--- config.mk ---
export PLATFORM = sky130hd
export DESIGN_NAME = park_exit_ctrl
export DESIGN_NICKNAME = d
export VERILOG_FILES = /design/src/rtl/park_pkg.sv /design/src/rtl/park_slot_alloc.sv /design/src/rtl/park_exit_ctrl.sv
export SDC_FILE = /design/constraint.sdc
export NUM_CORES = 1
export LEC_CHECK = 0
export CAP_MARGIN = 25
export CORE_MARGIN = 2
export CORE_UTILIZATION = 51
export DETAILED_ROUTE_END_ITERATION = 8
export PLACE_DENSITY_LB_ADDON = 0.12
export SYNTH_ARGS = -nofsm -noshare
export SYNTH_HDL_FRONTEND = slang
export SYNTH_SLANG_ARGS = --single-unit
--- constraint.sdc ---
create_clock -name clk -period 2.5 [get_ports clk]
set_clock_uncertainty 0.1 [all_clocks]
set_input_delay 0.5 -clock clk [delete_from_list [all_inputs] [get_ports clk]]
set_output_delay 0.5 -clock clk [all_outputs]
set_load 0.02 [all_outputs]
--- src/rtl/park_pkg.sv ---
// Shared types and helpers for the parking exit controller.
package park_pkg;

   localparam int unsigned MAX_SLOTS = 256;

   typedef enum logic [2:0] {
      IDLE,
      CHECK,
      DONE,
      FAIL,
      LOCK
   } exit_state_e;

   // Isolates the lowest set bit; zero in gives zero out.
   function automatic logic [MAX_SLOTS-1:0] lowest_one_hot(input logic [MAX_SLOTS-1:0] v);
      return v & ((~v) + {{(MAX_SLOTS-1){1'b0}}, 1'b1});
   endfunction

endpackage

--- src/rtl/park_slot_alloc.sv ---
// Combinational allocator: lowest-index free slot as one-hot, plus lot-full flag.
module park_slot_alloc
   import park_pkg::*;
#(
   parameter int unsigned NUM_SLOTS = 8
) (
   input  logic [NUM_SLOTS-1:0] occupancy,
   output logic [NUM_SLOTS-1:0] free_oh,
   output logic                 full
);

   logic [MAX_SLOTS-1:0] free_wide;
   logic [MAX_SLOTS-1:0] pick_wide;

   always_comb begin
      free_wide                  = '0;
      free_wide[NUM_SLOTS-1:0]   = ~occupancy;
      pick_wide                  = lowest_one_hot(free_wide);
   end

   assign free_oh = pick_wide[NUM_SLOTS-1:0];
   // Nothing to pick only when every slot is taken.
   assign full    = ~|pick_wide;

endmodule

--- src/rtl/park_exit_ctrl.sv ---
// Parking lot controller: slot allocation on entry, token-checked release on exit.
//   state | meaning
//   IDLE  | accepting an exit request, captures token^pattern
//   CHECK | decoded slot range/occupancy test
//   DONE  | exit_done pulse, slot freed, fail count cleared
//   FAIL  | exit_err pulse, fail count bumped, maybe lock
//   LOCK  | exits refused for LOCK_CYCLES cycles
module park_exit_ctrl
   import park_pkg::*;
#(
   parameter int unsigned NUM_SLOTS   = 8,
   parameter int unsigned IDX_W       = $clog2(NUM_SLOTS),
   parameter int unsigned MAX_FAILS   = 3,
   parameter int unsigned LOCK_CYCLES = 16
) (
   input  logic                 clk,
   input  logic                 rst,
   input  logic                 enter_req,
   output logic                 enter_ack,
   output logic                 enter_nack,
   output logic [NUM_SLOTS-1:0] enter_slot,
   input  logic                 exit_valid,
   output logic                 exit_ready,
   input  logic [IDX_W-1:0]     token,
   input  logic [IDX_W-1:0]     pattern,
   output logic                 exit_done,
   output logic                 exit_err,
   output logic [NUM_SLOTS-1:0] park_location,
   output logic [NUM_SLOTS-1:0] occupancy,
   output logic [IDX_W:0]       free_count,
   output logic                 full,
   output logic                 locked
);

   localparam int unsigned FAIL_W = $clog2(MAX_FAILS + 1);
   localparam int unsigned LOCK_W = (LOCK_CYCLES > 1) ? $clog2(LOCK_CYCLES) : 1;
   localparam logic [FAIL_W-1:0] FAIL_LIMIT = FAIL_W'(MAX_FAILS);
   localparam logic [LOCK_W-1:0] LOCK_LOAD  = LOCK_W'(LOCK_CYCLES - 1);
   localparam logic [IDX_W:0]    SLOT_LIMIT = (IDX_W + 1)'(NUM_SLOTS);

   exit_state_e          state_q, state_d;
   logic [IDX_W-1:0]     slot_q, slot_d;
   logic [FAIL_W-1:0]    fail_cnt_q, fail_cnt_d;
   logic [FAIL_W-1:0]    fail_next;
   logic [LOCK_W-1:0]    lock_cnt_q, lock_cnt_d;
   logic [NUM_SLOTS-1:0] occ_q, occ_d;
   logic [IDX_W:0]       free_cnt_q, free_cnt_d;
   logic                 full_q, full_d;
   logic                 enter_ack_q, enter_ack_d;
   logic                 enter_nack_q, enter_nack_d;
   logic [NUM_SLOTS-1:0] enter_slot_q, enter_slot_d;

   logic [NUM_SLOTS-1:0] alloc_oh;
   logic                 alloc_full;
   logic [NUM_SLOTS-1:0] slot_oh;
   logic                 slot_hit;

   park_slot_alloc #(.NUM_SLOTS(NUM_SLOTS)) u_alloc (
      .occupancy (occ_q),
      .free_oh   (alloc_oh),
      .full      (alloc_full)
   );

   assign slot_oh   = NUM_SLOTS'(1) << slot_q;
   assign slot_hit  = ({1'b0, slot_q} < SLOT_LIMIT) && (|(occ_q & slot_oh));
   assign fail_next = fail_cnt_q + FAIL_W'(1);

   always_comb begin
      state_d      = state_q;
      slot_d       = slot_q;
      fail_cnt_d   = fail_cnt_q;
      lock_cnt_d   = lock_cnt_q;
      occ_d        = occ_q;
      free_cnt_d   = free_cnt_q;
      enter_ack_d  = enter_req && !alloc_full;
      enter_nack_d = enter_req && alloc_full;
      enter_slot_d = enter_ack_d ? alloc_oh : '0;

      // Allocation sees pre-release occupancy, so a slot freed this cycle is not reused yet.
      if (enter_ack_d) begin
         occ_d      = occ_d | alloc_oh;
         free_cnt_d = free_cnt_d - (IDX_W + 1)'(1);
      end

      case (state_q)
         IDLE: begin
            if (exit_valid) begin
               slot_d  = token ^ pattern;
               state_d = CHECK;
            end
         end
         CHECK: state_d = slot_hit ? DONE : FAIL;
         DONE: begin
            occ_d      = occ_d & ~slot_oh;
            free_cnt_d = free_cnt_d + (IDX_W + 1)'(1);
            fail_cnt_d = '0;
            state_d    = IDLE;
         end
         FAIL: begin
            if (fail_next == FAIL_LIMIT) begin
               fail_cnt_d = '0;
               lock_cnt_d = LOCK_LOAD;
               state_d    = LOCK;
            end else begin
               fail_cnt_d = fail_next;
               state_d    = IDLE;
            end
         end
         LOCK: begin
            if (lock_cnt_q == '0) begin
               state_d = IDLE;
            end else begin
               lock_cnt_d = lock_cnt_q - LOCK_W'(1);
            end
         end
         default: state_d = IDLE;
      endcase

      full_d = &occ_d;
   end

   always_ff @(posedge clk) begin
      if (rst) begin
         state_q      <= IDLE;
         slot_q       <= '0;
         fail_cnt_q   <= '0;
         lock_cnt_q   <= '0;
         occ_q        <= '0;
         free_cnt_q   <= SLOT_LIMIT;
         full_q       <= 1'b0;
         enter_ack_q  <= 1'b0;
         enter_nack_q <= 1'b0;
         enter_slot_q <= '0;
      end else begin
         state_q      <= state_d;
         slot_q       <= slot_d;
         fail_cnt_q   <= fail_cnt_d;
         lock_cnt_q   <= lock_cnt_d;
         occ_q        <= occ_d;
         free_cnt_q   <= free_cnt_d;
         full_q       <= full_d;
         enter_ack_q  <= enter_ack_d;
         enter_nack_q <= enter_nack_d;
         enter_slot_q <= enter_slot_d;
      end
   end

   assign exit_ready    = (state_q == IDLE);
   assign exit_done     = (state_q == DONE);
   assign exit_err      = (state_q == FAIL);
   assign locked        = (state_q == LOCK);
   assign park_location = exit_done ? slot_oh : '0;
   assign occupancy     = occ_q;
   assign free_count    = free_cnt_q;
   assign full          = full_q;
   assign enter_ack     = enter_ack_q;
   assign enter_nack    = enter_nack_q;
   assign enter_slot    = enter_slot_q;

endmodule

==> out/metrics.cfg <==
[sta]
tns_ns = 0
finalCriticalPeriod_ns = 2.416
rsz0062_at_grt = false
worst_pin_slew_ns = 0.5101
setup_violations = 0
hold_viol_final = 0
slew_violations = 0
fin_ws_ns = 0.08404
fmax_ghz = 0.4139
max-slew-margin-rel_pct = 65.89
fin_crit_sh_pct = 96.64

[worst_setup_path]
path_class = reg -> out
required_ns = 1.90
critPathArrivalTime_ns = 1.82
critPathLaunchType = flop
end_kind = primary output
worstPathMaxFanout = 7

[cts]
clk_path_buf_depth = 2
path_clk_slew_ns = 0.10
clock-sinks = 35
holdBufCountCts = 0
cts_buffers = 5
post-cts-setup-buffer-count = 0
cts-root-buf = clkbuf_4
cts_max_level = 2
tritoncts = built
clock_latency_ns = 0.34

[logic_synthesis]
synth-main-ff-cell = dfxtp_1
synth_edf_count = 0
synth.distinct_cells = 49
synth_area_sq_um = 1688
syn_area_per_cell_sq_um = 9.482
synth-warning-count = 0
ys_seq_area_share_pct = 41.51
syn_inst = 178
async_reset_ff_share_pct = 0
syn-num-nets = 191
ys_ff_latch = 35

[grt]
grt_pass1_wl_um = 6348
grt_overflow = 0
grt_pass1_vias = 1363
grt_max_degree = 16
groute.usage.overall_pct = 23.21
antenna_found_initial = 0

[floorplanning]
die-area_sq_um = 3786
rows = 20
die_x_um = 61.53
start_util_pct = 54.40
die_h_um = 61.53
core_sq_um = 3103
pin_count = 45

[detailed_routing]
routed_wl_um = 3978
drtAntennaViolNets = 0
firstDrtPassIters = 4
via_per_inst = 5.520
drt-initial-drc-count = 94
wl_per_cell_um = 14.68
route.detailed.drc = 0
dr_total_vias = 1496

[cells_and_area]
area_growth_pct = 33.80
insertedDiodeCount = 0
drive_gt1_share_pct = 16.30
final_nets = 239
finalNonFillerCells = 271
utilization_pct = 72.78
layout_common_cells = dfxtp_1 (35), clkdlybuf4s50_1 (35), nor2_1 (20)

[placement]
dp.cells = 263
gp_congestion = 0.8470
hpwl_um = 2906
portBuffers = 44
dp_slack_ns = 0.01543

[power_and_ir_drop]
ir_drop_mv = 0.3016
finalPower_w = 0.001275
p_leak_nw = 0.8490
p_per_area_nw_per_um2 = 564.4

[worst_hold_path]
hold_path.class = reg -> reg

[job]
cap_violations = 0

[outcome]
status = finished, final reports clean

[synthesized netlist by cell type, types with 4 or more instances]
master,number,area share (%)
a211oi_1,5,2.2
a21oi_1,9,2.7
clkbuf_1,6,1.3
dfxtp_1,35,42
inv_1,4,0.89
mux2i_1,4,2.4
nand2_1,11,2.4
nand2b_1,4,1.5
nor2_1,20,4.4
nor3_1,14,4.2
nor4b_1,4,2.1
xnor2_1,7,3.6
[area by class of cell]
| type | instances | area, sq um |
|---|---|---|
| Multi-Input combinational cell | 126 | 902.1 |
| Fill cell | 258 | 844.6 |
| Sequential cell | 35 | 700.7 |
| Timing Repair Buffer | 53 | 490.5 |
| Tap cell | 44 | 55.05 |
| Clock buffer | 6 | 51.30 |
| Clock inverter | 2 | 35.03 |
| Inverter | 5 | 23.77 |
[through the flow]
stage,cell area (sq um),hold WS [ns]
2_1_floorplan,1688,0.3531
3_3_place_gp,2187,0.3610
3_5_place_dp,2187,0.3787
4_1_cts,2265,0.3966
5_1_grt,2258,0.4704
6_report,2258,0.3990
[state kept, by name, summed over array words and instances, names as in the netlist]
| register | count |
|---|---|
| enter_slot | 8 |
| enter_nack | 1 |
| occupancy | 8 |
| lock_cnt_q | 4 |
| free_count | 4 |
| full | 1 |
| fail_cnt_q | 2 |
| slot_q | 3 |
| enter_ack | 1 |
| state_q | 3 |
[per-layer routing]
metal | vias to the layer above | track usage, % | wire [um]
met4 | 0 | 7.599 | 47
met1 | 695 | 28.22 | 1633
met2 | 63 | 39.40 | 2014
met5 | - | 0 | 0
li1 | 732 | - | -
met3 | 6 | 6.723 | 282
[path summary, 6_finish.rpt]
path	slack (ns)	from	cells after the start	endpoint
worst min register to register	0.40	fail_cnt_q[1]	2	fail_cnt_q[1]
worst max register to register	0.41	occupancy[3]	7	free_count[2]
worst max-delay path	0.08	state_q[2]	3	park_location[5]
worst min-delay path	0.40	fail_cnt_q[1]	2	fail_cnt_q[1]
[cells by family after synthesis]
family / count (synthesis) / synth area share [%]
mux: 6 / 5.486
xor+xnor: 9 / 4.670
fa+ha+maj: 4 / 2.891
simple gates: 80 / 29.73
flops: 35 / 41.51
compound gates: 27 / 10.53
buf+inv: 17 / 5.188
[worst max-delay path, cell delays in order (launching register included)]
cell           delay, ns
dfxtp_1             0.33
or3b_4              0.47
nor3_1              0.30
dlygate4sd2_1       0.38
[what timing repair did]
item	4_1_cts	5_1_grt
endpoints found under the hold margin	0	0
resized for setup	10	7
cloned	0	0
endpoints found under the setup margin	9	4
[power by group]
group          leakage [nW]  total [W]  switching [W]  internal, W
clock                0.0482   0.000420       0.000184     0.000236
sequential            0.285   0.000620      0.0000370     0.000583
combinational         0.516   0.000234       0.000117     0.000118
total                 0.849    0.00127       0.000337     0.000937
(Power assumes the default switching activity.)
